===== config.mk =====
export PLATFORM = sky130hd
export DESIGN_NAME = rx_comma_align_flat
export DESIGN_NICKNAME = d
export VERILOG_FILES = /design/src/rtl/rx_comma_align_if.sv /design/src/rtl/rx_comma_align.sv /design/src/flat_wrapper.sv
export SDC_FILE = /design/constraint.sdc
export NUM_CORES = 1
export LEC_CHECK = 0
export CAP_MARGIN = 25
export CORE_ASPECT_RATIO = 1.4
export CORE_MARGIN = 2
export CORE_UTILIZATION = 42
export DETAILED_ROUTE_END_ITERATION = 12
export PLACE_DENSITY_LB_ADDON = 0.1
export SETUP_SLACK_MARGIN = 0.05
export SKIP_CTS_REPAIR_TIMING = 1
export SLEW_MARGIN = 10
export SYNTH_ARGS = -nofsm -noshare
export SYNTH_HDL_FRONTEND = slang
export SYNTH_SLANG_ARGS = --single-unit

===== constraint.sdc =====
create_clock -name CLK -period 2.9 [get_ports CLK]
set_input_delay 0.58 -clock CLK [delete_from_list [all_inputs] [get_ports CLK]]
set_output_delay 0.58 -clock CLK [all_outputs]
set_load 0.02 [all_outputs]

===== src/rtl/rx_comma_align_if.sv =====
// rx_comma_align_if -- serial-in / aligned-symbol-out bundle for rx_comma_align.
//   ENB        bit-enable qualifying every clock edge
//   in_serial  8b/10b line bit, MSB of each symbol first
//   out_10b    registered aligned 10-bit symbol
//   valid      one-cycle pulse, out_10b updated this cycle
//   comma_det  qualifies valid; captured symbol is K28.5
//   locked     high while the aligner is locked
// master: the line side that drives the bit stream; slave: the aligner.
interface rx_comma_align_if;
  logic       ENB;
  logic       in_serial;
  logic [9:0] out_10b;
  logic       valid;
  logic       comma_det;
  logic       locked;

  modport master (
    output ENB, in_serial,
    input  out_10b, valid, comma_det, locked
  );

  modport slave (
    input  ENB, in_serial,
    output out_10b, valid, comma_det, locked
  );
endinterface


===== src/rtl/rx_comma_align.sv =====
// rx_comma_align -- K28.5 comma detector and 10-bit symbol aligner.
// Shifts the serial line into a 10-bit window, finds K28.5 in either
// running disparity, acquires alignment after LOCK_CNT aligned commas and
// drops back to search after LOSS_CNT misaligned commas while locked.
// Ports:
//   CLK    single clock, rising edge
//   reset  asynchronous active-high reset
//   bus    rx_comma_align_if.slave (ENB, in_serial in; out_10b, valid,
//          comma_det, locked out)
module rx_comma_align #(
  parameter int LOCK_CNT = 3,
  parameter int LOSS_CNT = 4
) (
  input logic             CLK,
  input logic             reset,
  rx_comma_align_if.slave bus
);

  localparam logic [9:0] K28_5_RDN = 10'b0011111010;
  localparam logic [9:0] K28_5_RDP = 10'b1100000101;

  localparam int CW = (LOCK_CNT < 2) ? 1 : $clog2(LOCK_CNT + 1);
  localparam int EW = (LOSS_CNT < 2) ? 1 : $clog2(LOSS_CNT + 1);
  localparam logic [CW-1:0] LOCK_MAX = CW'(LOCK_CNT);
  localparam logic [EW-1:0] LOSS_MAX = EW'(LOSS_CNT);

  typedef enum logic [1:0] {
    SEARCH,
    ACQ,
    LOCKED
  } state_t;

  state_t        state;
  logic [9:0]    sreg;
  logic [3:0]    bit_cnt;
  logic [CW-1:0] comma_cnt;
  logic [CW-1:0] comma_nxt;
  logic [EW-1:0] err_cnt;
  logic [EW-1:0] err_nxt;
  logic [9:0]    out_q;
  logic          valid_q;
  logic          det_q;
  logic          locked_q;
  logic          comma;
  logic          aligned;

  assign comma   = (sreg == K28_5_RDN) || (sreg == K28_5_RDP);
  assign aligned = (bit_cnt == 4'd0);

  // Saturating increments so neither counter can ever wrap.
  assign comma_nxt = (comma_cnt >= LOCK_MAX) ? LOCK_MAX : comma_cnt + CW'(1);
  assign err_nxt   = (err_cnt >= LOSS_MAX) ? LOSS_MAX : err_cnt + EW'(1);

  assign bus.out_10b   = out_q;
  assign bus.valid     = valid_q;
  assign bus.comma_det = det_q;
  assign bus.locked    = locked_q;

  // The comma check looks at sreg before this edge's shift, so the symbol
  // whose last bit arrived on the previous enabled edge is the one captured.
  // A comma found in SEARCH sits at bit position 0 now, hence bit_cnt <= 1.
  always_ff @(posedge CLK or posedge reset) begin
    if (reset) begin
      state     <= SEARCH;
      sreg      <= '0;
      bit_cnt   <= '0;
      comma_cnt <= '0;
      err_cnt   <= '0;
      out_q     <= '0;
      valid_q   <= 1'b0;
      det_q     <= 1'b0;
      locked_q  <= 1'b0;
    end else begin
      valid_q <= 1'b0;
      det_q   <= 1'b0;
      if (bus.ENB) begin
        sreg    <= {sreg[8:0], bus.in_serial};
        bit_cnt <= (bit_cnt == 4'd9) ? 4'd0 : bit_cnt + 4'd1;
        case (state)
          SEARCH: begin
            if (comma) begin
              bit_cnt   <= 4'd1;
              comma_cnt <= CW'(1);
              out_q     <= sreg;
              valid_q   <= 1'b1;
              det_q     <= 1'b1;
              // A single-comma lock requirement is met by this very comma.
              if (LOCK_CNT <= 1) begin
                state    <= LOCKED;
                locked_q <= 1'b1;
                err_cnt  <= '0;
              end else begin
                state <= ACQ;
              end
            end
          end
          ACQ: begin
            if (aligned) begin
              out_q   <= sreg;
              valid_q <= 1'b1;
              det_q   <= comma;
              if (comma) begin
                comma_cnt <= comma_nxt;
                if (comma_nxt >= LOCK_MAX) begin
                  state    <= LOCKED;
                  locked_q <= 1'b1;
                  err_cnt  <= '0;
                end
              end
            end else if (comma) begin
              // Not yet trusted: follow the newer comma and restart the count.
              bit_cnt   <= 4'd1;
              comma_cnt <= CW'(1);
              out_q     <= sreg;
              valid_q   <= 1'b1;
              det_q     <= 1'b1;
            end
          end
          LOCKED: begin
            if (aligned) begin
              out_q   <= sreg;
              valid_q <= 1'b1;
              det_q   <= comma;
              if (comma) begin
                err_cnt <= '0;
              end
            end else if (comma) begin
              // Locked alignment is kept; misplaced commas are only counted.
              err_cnt <= err_nxt;
              if (err_nxt >= LOSS_MAX) begin
                state     <= SEARCH;
                locked_q  <= 1'b0;
                comma_cnt <= '0;
                err_cnt   <= '0;
              end
            end
          end
          default: begin
            state    <= SEARCH;
            locked_q <= 1'b0;
          end
        endcase
      end
    end
  end

endmodule

===== src/flat_wrapper.sv =====
// flat-port wrapper written by rule: the top's interface ports become plain ports
module rx_comma_align_flat 
#(
  parameter int LOCK_CNT = 3,
  parameter int LOSS_CNT = 4
)
  (CLK, reset, bus_ENB, bus_in_serial, bus_out_10b, bus_valid, bus_comma_det, bus_locked);
  rx_comma_align_if bus_i ();
  input logic CLK;
  input logic reset;
  input wire logic [$bits(bus_i.ENB)-1:0] bus_ENB;
  input wire logic [$bits(bus_i.in_serial)-1:0] bus_in_serial;
  output wire logic [$bits(bus_i.out_10b)-1:0] bus_out_10b;
  output wire logic [$bits(bus_i.valid)-1:0] bus_valid;
  output wire logic [$bits(bus_i.comma_det)-1:0] bus_comma_det;
  output wire logic [$bits(bus_i.locked)-1:0] bus_locked;
  assign bus_i.ENB = bus_ENB;
  assign bus_i.in_serial = bus_in_serial;
  assign bus_out_10b = bus_i.out_10b;
  assign bus_valid = bus_i.valid;
  assign bus_comma_det = bus_i.comma_det;
  assign bus_locked = bus_i.locked;
  rx_comma_align #(.LOCK_CNT(LOCK_CNT), .LOSS_CNT(LOSS_CNT)) u_core (.CLK(CLK), .reset(reset), .bus(bus_i));
endmodule

==> results of run 1 <==
## power groups by stage
stage	clock, mW	sequential [mW]	combinational (mW)
final	0.365	0.748	0.774
after CTS	0.376	0.747	0.780
after global routing	0.404	0.770	0.855
after floorplan	0	0.787	0.496
after detailed placement	0	0.756	0.777
after global placement	0	0.750	0.761
## cells by family after synthesis
family / Yosys count / share of synthesized area, %
and+or+nand+nor: 46 / 15.4
DFF: 34 / 46.1
adders and majority gates: 9 / 6.10
AOI/OAI and AO/OA: 50 / 20.5
buffers and inverters: 20 / 5.83
muxes: 10 / 6.10
## per-stage QoR
stage	area, um2	utilization, %	cells	power [mW]
floorplan	1850	-	169	1.28
finish	2160	50.9	252	1.89
CTS	2160	50.9	252	1.90
global route	2160	50.9	252	2.03
detailed placement	2060	48.6	244	1.53
global placement	2060	48.6	244	1.51
## final cells by class
type	instances	area [um2]
clock buffer	6	82.6
clock inverter	2	12.5
fill	384	2080
inverter	15	56.3
multi-input combinational	115	888
sequential	34	851
tap	60	75.1
timing repair buffer	20	190
## worst paths after layout
check | start | end | slack, ns
min in group asynchronous | reset | u_core.state[1]$_DFFE_PP0P_ | 0.68
max in group asynchronous | reset | u_core.comma_cnt[1]$_DFFE_PP0P_ | 1.91
setup reg to reg | u_core.sreg[4]$_DFFE_PP0P_ | u_core.state[1]$_DFFE_PP0P_ | 0.53
hold reg to reg | u_core.bus.out_10b[7]$_DFFE_PP0P_ | u_core.bus.out_10b[7]$_DFFE_PP0P_ | 0.50
setup / recovery | u_core.sreg[4]$_DFFE_PP0P_ | u_core.state[1]$_DFFE_PP0P_ | 0.53
hold / removal | u_core.bus.out_10b[7]$_DFFE_PP0P_ | u_core.bus.out_10b[7]$_DFFE_PP0P_ | 0.50
## flip-flops by register name, summed over array words and instances, names as in the netlist
| name | flops |
|---|---|
| u_core.bit_cnt | 4 |
| u_core.state | 2 |
| u_core.bus.comma_det | 1 |
| u_core.sreg | 10 |
| u_core.bus.locked | 1 |
| u_core.comma_cnt | 2 |
| u_core.bus.valid | 1 |
| u_core.bus.out_10b | 10 |
| u_core.err_cnt | 3 |
## critical path: cells and delay by family, from the launching register on
kind | cells | cell delay [ns]
and+or+nand+nor | 3 | 1.15
buffers and inverters | 1 | 0.24
AOI/OAI and AO/OA | 2 | 0.45
DFF | 1 | 0.42
## routing by layer
metal  part of all wire [%]  wire, um  global-route usage, %  up-vias
li1                       -         -                      -      651
met1                     41      1530                   18.9      680
met2                     54      2040                   30.8       29
met3                    2.6        98                   3.43       11
met4                    2.3        88                   8.67        0
met5                      0         0                      0        -
## synthesized netlist by cell type (2+ instances only)
cell type / count
inv_1: 15
or2_2: 2
ha_1: 9
buf_6: 2
a22o_1: 10
a21oi_1: 5
nand4_1: 2
a31o_2: 2
nand2b_1: 2
nand2_1: 10
nand3_1: 2
dfrtp_1: 34
a211oi_1: 2
mux2_2: 10
nor3b_1: 2
nor2_1: 12
o21ai_0: 14
a31oi_1: 4
nor4_4: 2
or4bb_1: 3
nor2b_1: 4
==> key figures, run 1 <==
Worst setup path
  – Crit path DAT: 2.54 ns
  – CP Class: reg2reg
  – Req. time, crit path: 3.07 ns
  – CP startpoint kind: flop
  – Reg2Reg Depth: 6
  – CP endpoint kind: flop
  – Cell chain of the critical path: or4_4, nor4_4, or2_1, buf_4, a31oi_1, a211o_1
  – Critical Path Fanout Max: 13
  – Critical path's slowest cell: or4_4
  – Crit-path max cell delay: 0.56 ns

Clocking
  – H-tree depth: 2
  – CTS Sinks: 34
  – Worst-Skew Late Latency: 0.28 ns
  – Clk buf depth: 2
  – TritonCTS clock tree: yes
  – CTS buffer count: 5
  – Clock-pin slew on the worst setup and hold paths: 0.07 ns
  – Root buffer cell: clkbuf_8

Yosys
  – Mapped Avg Cell Area: 10.9 um2
  – Register bit total from synthesis: 34
  – Synth area leader: dfrtp_1
  – Synth Instances: 169
  – EDFF count, synth: 0
  – Fraction of post-synthesis cell area in the top cell type by area: 46.1%
  – Synth Cell Area: 0.00185 mm2
  – Primary FF master, synth: dfrtp_1
  – Netlist cell types: 42
  – Yosys warnings: 0
  – Syn Nets: 182
  – Asr flop ratio synth: 100%
  – Post-synthesis sequential area ratio: 46.1%
  – Synth area leaders: dfrtp_1 (46%), ha_1 (6.1%), mux2_2 (6.1%)

Finish
  – Antenna diodes: 0
  – Most frequent cells in the layout: dfrtp_1 (34), clkdlybuf4s50_1 (16), inv_1 (15)
  – P&R area growth vs syn: 16.7%
  – Most common cell after layout, fill and taps aside: dfrtp_1
  – Final nets: 204
  – Fraction of layout cells with a size suffix above 1: 18.8%

Timing
  – Clk_skew: 0.00637 ns
  – Worst setup margin: 0.532 ns
  – Final Hold Viols: 0
  – # setup viols final: 0
  – Final worst path period share: 81.7%
  – Crit path time final: 2.37 ns
  – RSZ-0062 raised after global routing: no
  – Max frequency: 422 MHz
  – Setup TNS: 0 ns
  – Hold_ws: 0.503 ns
  – Relative slew slack: 69.7%
  – Slew @ Worst Pin: 0.455 ns
  – Max Slew Vio Count: 0

Global routing
  – GRT Overall Usage: 17.2%
  – Antenna violations before repair: 0
  – Vias in the first global route: 1,379
  – Overflow after GRT: 0
  – Pin count of the biggest net entering global routing: 35
  – First-pass GRT wire length: 6410 um

Floorplanning
  – I/O Pins: 17
  – Die area: 0.00495 mm2
  – Core ar.: 0.00424 mm2
  – Die Wd: 60.0 um
  – Die Y: 82.5 um
  – Rows: 28
  – Starting Density: 43.6%

Run status
  – Outcome: finished clean

Routing
  – Remaining antenna violation count after routing: 0
  – Drt pass-1 iters: 4
  – WL/cell: 14.9 um
  – DRT iter0 DRCs: 45
  – Drt via density: 5.44
  – Wirelength, routed: 3750 um
  – Vias post-DR: 1,371
  – Drt drc: 0

Placed design
  – Routability congestion estimate: 0.843
  – Final HPWL DP: 2790 um
  – Post-Place Worst Slack: 0.547 ns
  – IO buf count: 16

Hold path
  – Worst hold path depth: 1
  – Worst Hold Class: reg2reg

Run
  – Max_cap viols: 0

Power and ir drop
  – Sw frac: 38.1%
  – Peak supply drop: 0.000414 V
  – Combinational share of power: 41.0%
  – PwrDens: 875 mW/mm2
  – Pint: 1.17 mW
  – Switching pwr: 0.719 mW
  – Leakage Power: 0.933 nW
  – Clock share of power: 19.3%
  – Reg power frac: 39.6%
Power figures use the tool's default switching activity.
==> inputs of run 2 (changes only) <==
- clock period: 2.9 -> 2.3 ns (I/O delays scaled with it)
==> run 2 against run 1 <==
Compared with the run above:
- flip-flop and latch count unchanged
- clock power increased by 83%
- worst hold slack about the same
- combinational power increased by 46%
- register-to-register slack got worse by 0.45 ns
- non-clock buffer count increased by 13
- via count increased by 4.4%
- final area increased by 8.6%
- cell count increased by 5.2%
- largest cell class unchanged
- largest power group unchanged
==> key figures, run 2 (synthesis results as in run 1) <==
Run status
  – Outcome: finished clean

Power and ir drop
  – PwrDens: 1170 mW/mm2 (+33%)
  – Switching pwr: 0.987 mW (+37%)
  – Combinational share of power: 41.3% (+0.3 points)
  – Post-layout power: 2.73 mW (+45%)
  – Sw frac: 36.1% (-2.0 points)
  – Pint: 1.74 mW (+49%)
  – Leakage Power: 1.03 nW (+10%)
  – Peak supply drop: 0.000476 V (+15%)
  – Clock share of power: 24.4% (+5.1 points)
  – Reg power frac: 34.2% (-5.4 points)

Timing
  – Max frequency: 450 MHz (+6.7%)
  – # setup viols final: 0 (unchanged)
  – Clk_skew: 0.00658 ns (+0.000212 ns)
  – Relative slew slack: 71.8% (+2.1 points)
  – Final worst path period share: 96.5% (+15 points)
  – Max Slew Vio Count: 0 (unchanged)
  – Crit path time final: 2.22 ns (-0.148 ns)
  – Setup TNS: 0 ns (unchanged)
  – Hold_ws: 0.504 ns (+0.000345 ns)
  – RSZ-0062 raised after global routing: no
  – Worst setup margin: 0.0797 ns (-0.452 ns)
  – Final Hold Viols: 0 (unchanged)
  – Slew @ Worst Pin: 0.423 ns (-0.0312 ns)

Global routing
  – First-pass GRT wire length: 6730 um (+4.9%)
  – Pin count of the biggest net entering global routing: 35 (unchanged)
  – Vias in the first global route: 1,423 (+3.2%)
  – Overflow after GRT: 0 (unchanged)
  – GRT Overall Usage: 18.8% (+1.6 points)
  – Antenna violations before repair: 0 (unchanged)

Clocking
  – TritonCTS clock tree: yes
  – H-tree depth: 2 (unchanged)
  – CTS Sinks: 34 (unchanged)
  – Worst-Skew Late Latency: 0.29 ns (about the same)
  – CTS buffer count: 5 (unchanged)
  – Clk buf depth: 2 (unchanged)
  – Root buffer cell: clkbuf_8
  – Clock-pin slew on the worst setup and hold paths: 0.08 ns (about the same)

Run
  – Max_cap viols: 0 (unchanged)

Floorplanning
  – Die Wd: 60.0 um (unchanged)
  – Die area: 0.00495 mm2 (unchanged)
  – Core ar.: 0.00424 mm2 (unchanged)
  – Starting Density: 43.6% (unchanged)
  – I/O Pins: 17 (unchanged)
  – Rows: 28 (unchanged)
  – Die Y: 82.5 um (unchanged)

Worst setup path
  – FF-to-FF setup slack: 0.08 ns (-0.45 ns)
  – Crit path DAT: 2.39 ns (-0.15 ns)
  – Critical path's slowest cell: or4bb_4
  – Reg2Reg Depth: 7 (+1)
  – CP endpoint kind: flop
  – CP Class: reg2reg
  – R2r endpoint: u_core.state[0]$_DFFE_PP0P_
  – Req. time, crit path: 2.47 ns (-0.60 ns)
  – Critical Path Fanout Max: 7 (-6)
  – Buffers plus inverters on the worst setup path: 2 (+1)
  – Critical path depth in cells: 7 (+1)
  – Crit-path max cell delay: 0.58 ns (+0.02 ns)
  – Cell chain of the critical path: or4bb_4, nor4_4, buf_4, or2_4, buf_6, a21oi_1, o2bb2a_2
  – CP startpoint kind: flop
  – Family with the most delay on the worst path: simple AND/OR/NAND/NOR gates
  – R2r startpoint: u_core.sreg[2]$_DFFE_PP0P_

Finish
  – Fillers: 365 (-4.9%)
  – Most frequent cells in the layout: dfrtp_1 (34), clkdlybuf4s50_1 (16), buf_4 (16)
  – Final nets: 217 (+6.4%)
  – Most common cell after layout, fill and taps aside: dfrtp_1
  – Non-filler cells, final: 265 (+5.2%)
  – Antenna diodes: 0 (unchanged)
  – Fraction of layout cells with a size suffix above 1: 26.3% (+7.6 points)
  – Fin util: 55.2% (+4.4 points)
  – Final instance area: 0.00234 mm2 (+8.6%)
  – P&R area growth vs syn: 26.8%

Routing
  – Drt via density: 5.40 (-0.74%)
  – Wirelength, routed: 4090 um (+9.0%)
  – Remaining antenna violation count after routing: 0 (unchanged)
  – Drt pass-1 iters: 4 (unchanged)
  – Drt drc: 0 (unchanged)
  – Vias post-DR: 1,431 (+4.4%)
  – WL/cell: 15.4 um (+3.7%)
  – DRT iter0 DRCs: 68 (+51%)

Placed design
  – IO buf count: 16 (unchanged)
  – Dpl cells: 250 (+2.5%)
  – Post-Place Worst Slack: 0.0893 ns (-0.458 ns)
  – Final HPWL DP: 2950 um (+6.0%)
  – Routability congestion estimate: 0.854 (+1.3%)
  – DP Area: 0.00211 mm2 (+2.2%)

Hold path
  – Worst Hold Class: reg2reg
  – Worst hold path depth: 1 (unchanged)
  – WHS Endpoint: u_core.bus.out_10b[7]$_DFFE_PP0P_
  – HP Start: u_core.bus.out_10b[7]$_DFFE_PP0P_
## run 2: how the worst max path moves through the flow
| stage | slack, ns | to | from |
|---|---|---|---|
| floorplan | 0.22 | u_core.err_cnt[0]$_DFFE_PP0P_ | u_core.sreg[4]$_DFFE_PP0P_ |
| global placement | 0.15 | u_core.err_cnt[1]$_DFFE_PP0P_ | u_core.sreg[1]$_DFFE_PP0P_ |
| finish | 0.08 | u_core.state[0]$_DFFE_PP0P_ | u_core.sreg[2]$_DFFE_PP0P_ |
| global route | 0.04 | u_core.bit_cnt[3]$_DFFE_PP0P_ | u_core.sreg[0]$_DFFE_PP0P_ |
| detailed placement | 0.09 | u_core.err_cnt[0]$_DFFE_PP0P_ | u_core.sreg[6]$_DFFE_PP0P_ |
| CTS | 0.06 | u_core.err_cnt[0]$_DFFE_PP0P_ | u_core.sreg[6]$_DFFE_PP0P_ |
## run 2: metal layers
layer,vias to the layer above,global-route usage [%],share of wire [%]
met5,-,0,0
met4,0,11.3,4.1
met3,14,4.52,3.1
met2,33,32.9,54
met1,706,19.9,39
li1,678,-,-
## run 2: cell type report
cell class | instances | area (um2) | area share, %
well taps | 60 | 75.1 | 3.21
clock inverters | 3 | 68.8 | 2.94
repair buffers | 33 | 292 | 12.5
inverters | 15 | 56.3 | 2.41
clock buffers | 5 | 68.8 | 2.94
flip-flops and latches | 34 | 851 | 36.3
multi-input cells | 115 | 930 | 39.7
## run 2: power by group through the flow
stage	registers, mW	logic [mW]	clock network, mW
floorplan	0.992	0.626	0
global placement	0.935	1.02	0
detailed placement	0.946	1.05	0
CTS	0.933	1.06	0.681
global route	0.959	1.24	0.707
finish	0.934	1.13	0.667
==> inputs of run 3 (changes only) <==
- CAP_MARGIN: 25 -> not set
- CORE_MARGIN: 2 -> not set
- CORE_UTILIZATION: 42 -> 41
==> run 3 against run 2 <==
Compared with the run above:
- critical path depth decreased by 1
- wire length is 6.4% lower
- die area down 3.4%
- total power shrank 12%
- register-to-register slack barely moved
- clock skew shrank 0.0020 ns
- first-iteration DRC count is 28% lower
- non-clock buffer count is 2 higher
- fmax down 0.31%
- cell count rose by 0.38%
- clock-buffer cell count is the same
- critical endpoint is now u_core.bit_cnt[3]$_DFFE_PP0P_
- largest cell class unchanged
==> key figures, run 3 (synthesis results as in run 1) <==
Timing
  – Slew @ Worst Pin: 0.425 ns (+0.00126 ns)
  – Hold_ws: 0.510 ns (+0.00601 ns)
  – Final worst path period share: 96.8% (+0.30 points)
  – Max Slew Vio Count: 0 (unchanged)
  – Crit path time final: 2.23 ns (+0.00694 ns)
  – Relative slew slack: 71.7% (-0.084 points)
  – Final Hold Viols: 0 (unchanged)
  – Clk_skew: 0.00462 ns (-0.00196 ns)
  – # setup viols final: 0 (unchanged)
  – RSZ-0062 raised after global routing: yes
  – Max frequency: 449 MHz (-0.31%)
  – Worst setup margin: 0.0727 ns (-0.00694 ns)

Finish
  – P&R area growth vs syn: 23.8%
  – Antenna diodes: 0 (unchanged)
  – Non-filler cells, final: 266 (+0.38%)
  – Final instance area: 0.00229 mm2 (-2.4%)
  – Fraction of layout cells with a size suffix above 1: 26.2% (-0.13 points)
  – Most frequent cells in the layout: dfrtp_1 (34), buf_4 (18), clkdlybuf4s50_1 (16)
  – Final nets: 219 (+0.92%)
  – Most common cell after layout, fill and taps aside: dfrtp_1

Worst setup path
  – Crit-path max cell delay: 0.57 ns (about the same)
  – FF-to-FF setup slack: 0.07 ns (about the same)
  – CP startpoint kind: flop
  – Critical path's slowest cell: or4bb_4
  – CP endpoint kind: flop
  – CP Class: reg2reg
  – Critical Path Fanout Max: 14 (+7)
  – Cell chain of the critical path: or4bb_4, nor4_4, or2_1, buf_12, a21oi_1, a311o_1
  – Req. time, crit path: 2.46 ns (about the same)
  – Reg2Reg Depth: 6 (-1)
  – Crit path DAT: 2.39 ns (about the same)

Routing
  – DRT iter0 DRCs: 49 (-28%)
  – Wirelength, routed: 3830 um (-6.4%)
  – Drt drc: 0 (unchanged)
  – WL/cell: 14.4 um (-6.7%)
  – Remaining antenna violation count after routing: 0 (unchanged)
  – Drt pass-1 iters: 4 (unchanged)
  – Vias post-DR: 1,419 (-0.84%)
  – Drt via density: 5.33 (-1.2%)

Placed design
  – Dpl cells: 250 (unchanged)
  – IO buf count: 16 (unchanged)
  – Final HPWL DP: 2810 um (-5.0%)
  – Post-Place Worst Slack: 0.120 ns (+0.0312 ns)
  – DP Area: 0.00212 mm2 (+0.59%)
  – Routability congestion estimate: 0.756 (-11%)

Hold path
  – Worst hold path depth: 1 (unchanged)
  – Worst Hold Class: reg2reg

Clocking
  – CTS buffer count: 5 (unchanged)
  – Worst-Skew Late Latency: 0.28 ns (about the same)
  – Clk buf depth: 2 (unchanged)
  – H-tree depth: 2 (unchanged)
  – Root buffer cell: clkbuf_8
  – CTS Sinks: 34 (unchanged)
  – TritonCTS clock tree: yes
  – Clock-pin slew on the worst setup and hold paths: 0.07 ns (about the same)

Global routing
  – Overflow after GRT: 0 (unchanged)
  – Pin count of the biggest net entering global routing: 35 (unchanged)
  – Vias in the first global route: 1,407 (-1.1%)
  – First-pass GRT wire length: 6460 um (-4.0%)
  – Antenna violations before repair: 0 (unchanged)
  – GRT Overall Usage: 18.2% (-0.59 points)

Run
  – Max_cap viols: 0 (unchanged)

Floorplanning
  – Die Y: 81.4 um (-1.3%)
  – Die Wd: 58.7 um (-2.2%)
  – I/O Pins: 17 (unchanged)
  – Starting Density: 43.2% (-0.36 points)
  – Rows: 28 (unchanged)
  – Core ar.: 0.00427 mm2 (+0.83%)
  – Die area: 0.00478 mm2 (-3.4%)

Power and ir drop
  – PwrDens: 1050 mW/mm2 (-9.6%)
  – Leakage Power: 1.01 nW (-1.9%)
  – Peak supply drop: 0.000450 V (-5.5%)
  – Post-layout power: 2.41 mW (-12%)

Run status
  – Outcome: finished clean
-- run 3: changes by cell type in the layout (fill, tap and decap cells not counted), sizes merged --
cell	change
clkinv	+1
bufinv	-2
buf	+2
-- run 3: power breakdown --
part | internal, mW | switching (mW) | total, mW
Sequential | 0.775 | 0.157 | 0.931
Clock | 0.203 | 0.200 | 0.403
Combinational | 0.521 | 0.555 | 1.08
Total | 1.50 | 0.912 | 2.41
-- run 3: worst paths after layout --
check,end,start
max reg2reg,u_core.bit_cnt[3]$_DFFE_PP0P_,u_core.sreg[1]$_DFFE_PP0P_
min reg2reg,u_core.bus.out_10b[4]$_DFFE_PP0P_,u_core.bus.out_10b[4]$_DFFE_PP0P_
max in group asynchronous,u_core.err_cnt[2]$_DFFE_PP0P_,reset
min in group asynchronous,u_core.bus.out_10b[0]$_DFFE_PP0P_,reset
min,u_core.bus.out_10b[4]$_DFFE_PP0P_,u_core.bus.out_10b[4]$_DFFE_PP0P_
max,u_core.bit_cnt[3]$_DFFE_PP0P_,u_core.sreg[1]$_DFFE_PP0P_
-- run 3: metrics by stage --
step	TNS, ns	utilization, %
finish	0	53.5
global route	-0.0384	53.5
CTS	0	51.4
detailed placement	0	49.6
global placement	0	49.6
floorplan	0	-
-- run 3: worst max-delay path, delay by kind of cell, from the launching register on --
kind	cells	cell delay (ns)
buffers and inverters	1	0.16
AO/OA/AOI/OAI	2	0.43
AND/OR/NAND/NOR	3	1.12
flip-flops	1	0.40
-- run 3: cell type report --
cell class              instances  area (um2)
inverters                      15        56.3
well taps                      60        75.1
clock inverters                 2        10.0
multi-input cells             115         910
fillers                       402        1990
flip-flops and latches         34         851
repair buffers                 35         315
clock buffers                   5        68.8
-- run 3: routing by layer --
| metal | vias up | share of wire (%) | GRT usage, % |
|---|---|---|---|
| li1 | 684 | - | - |
| met1 | 698 | 39 | 19.3 |
| met2 | 29 | 56 | 33.4 |
| met3 | 8 | 2.6 | 4.41 |
| met4 | 0 | 2.3 | 8.33 |
| met5 | - | 0 | 0 |
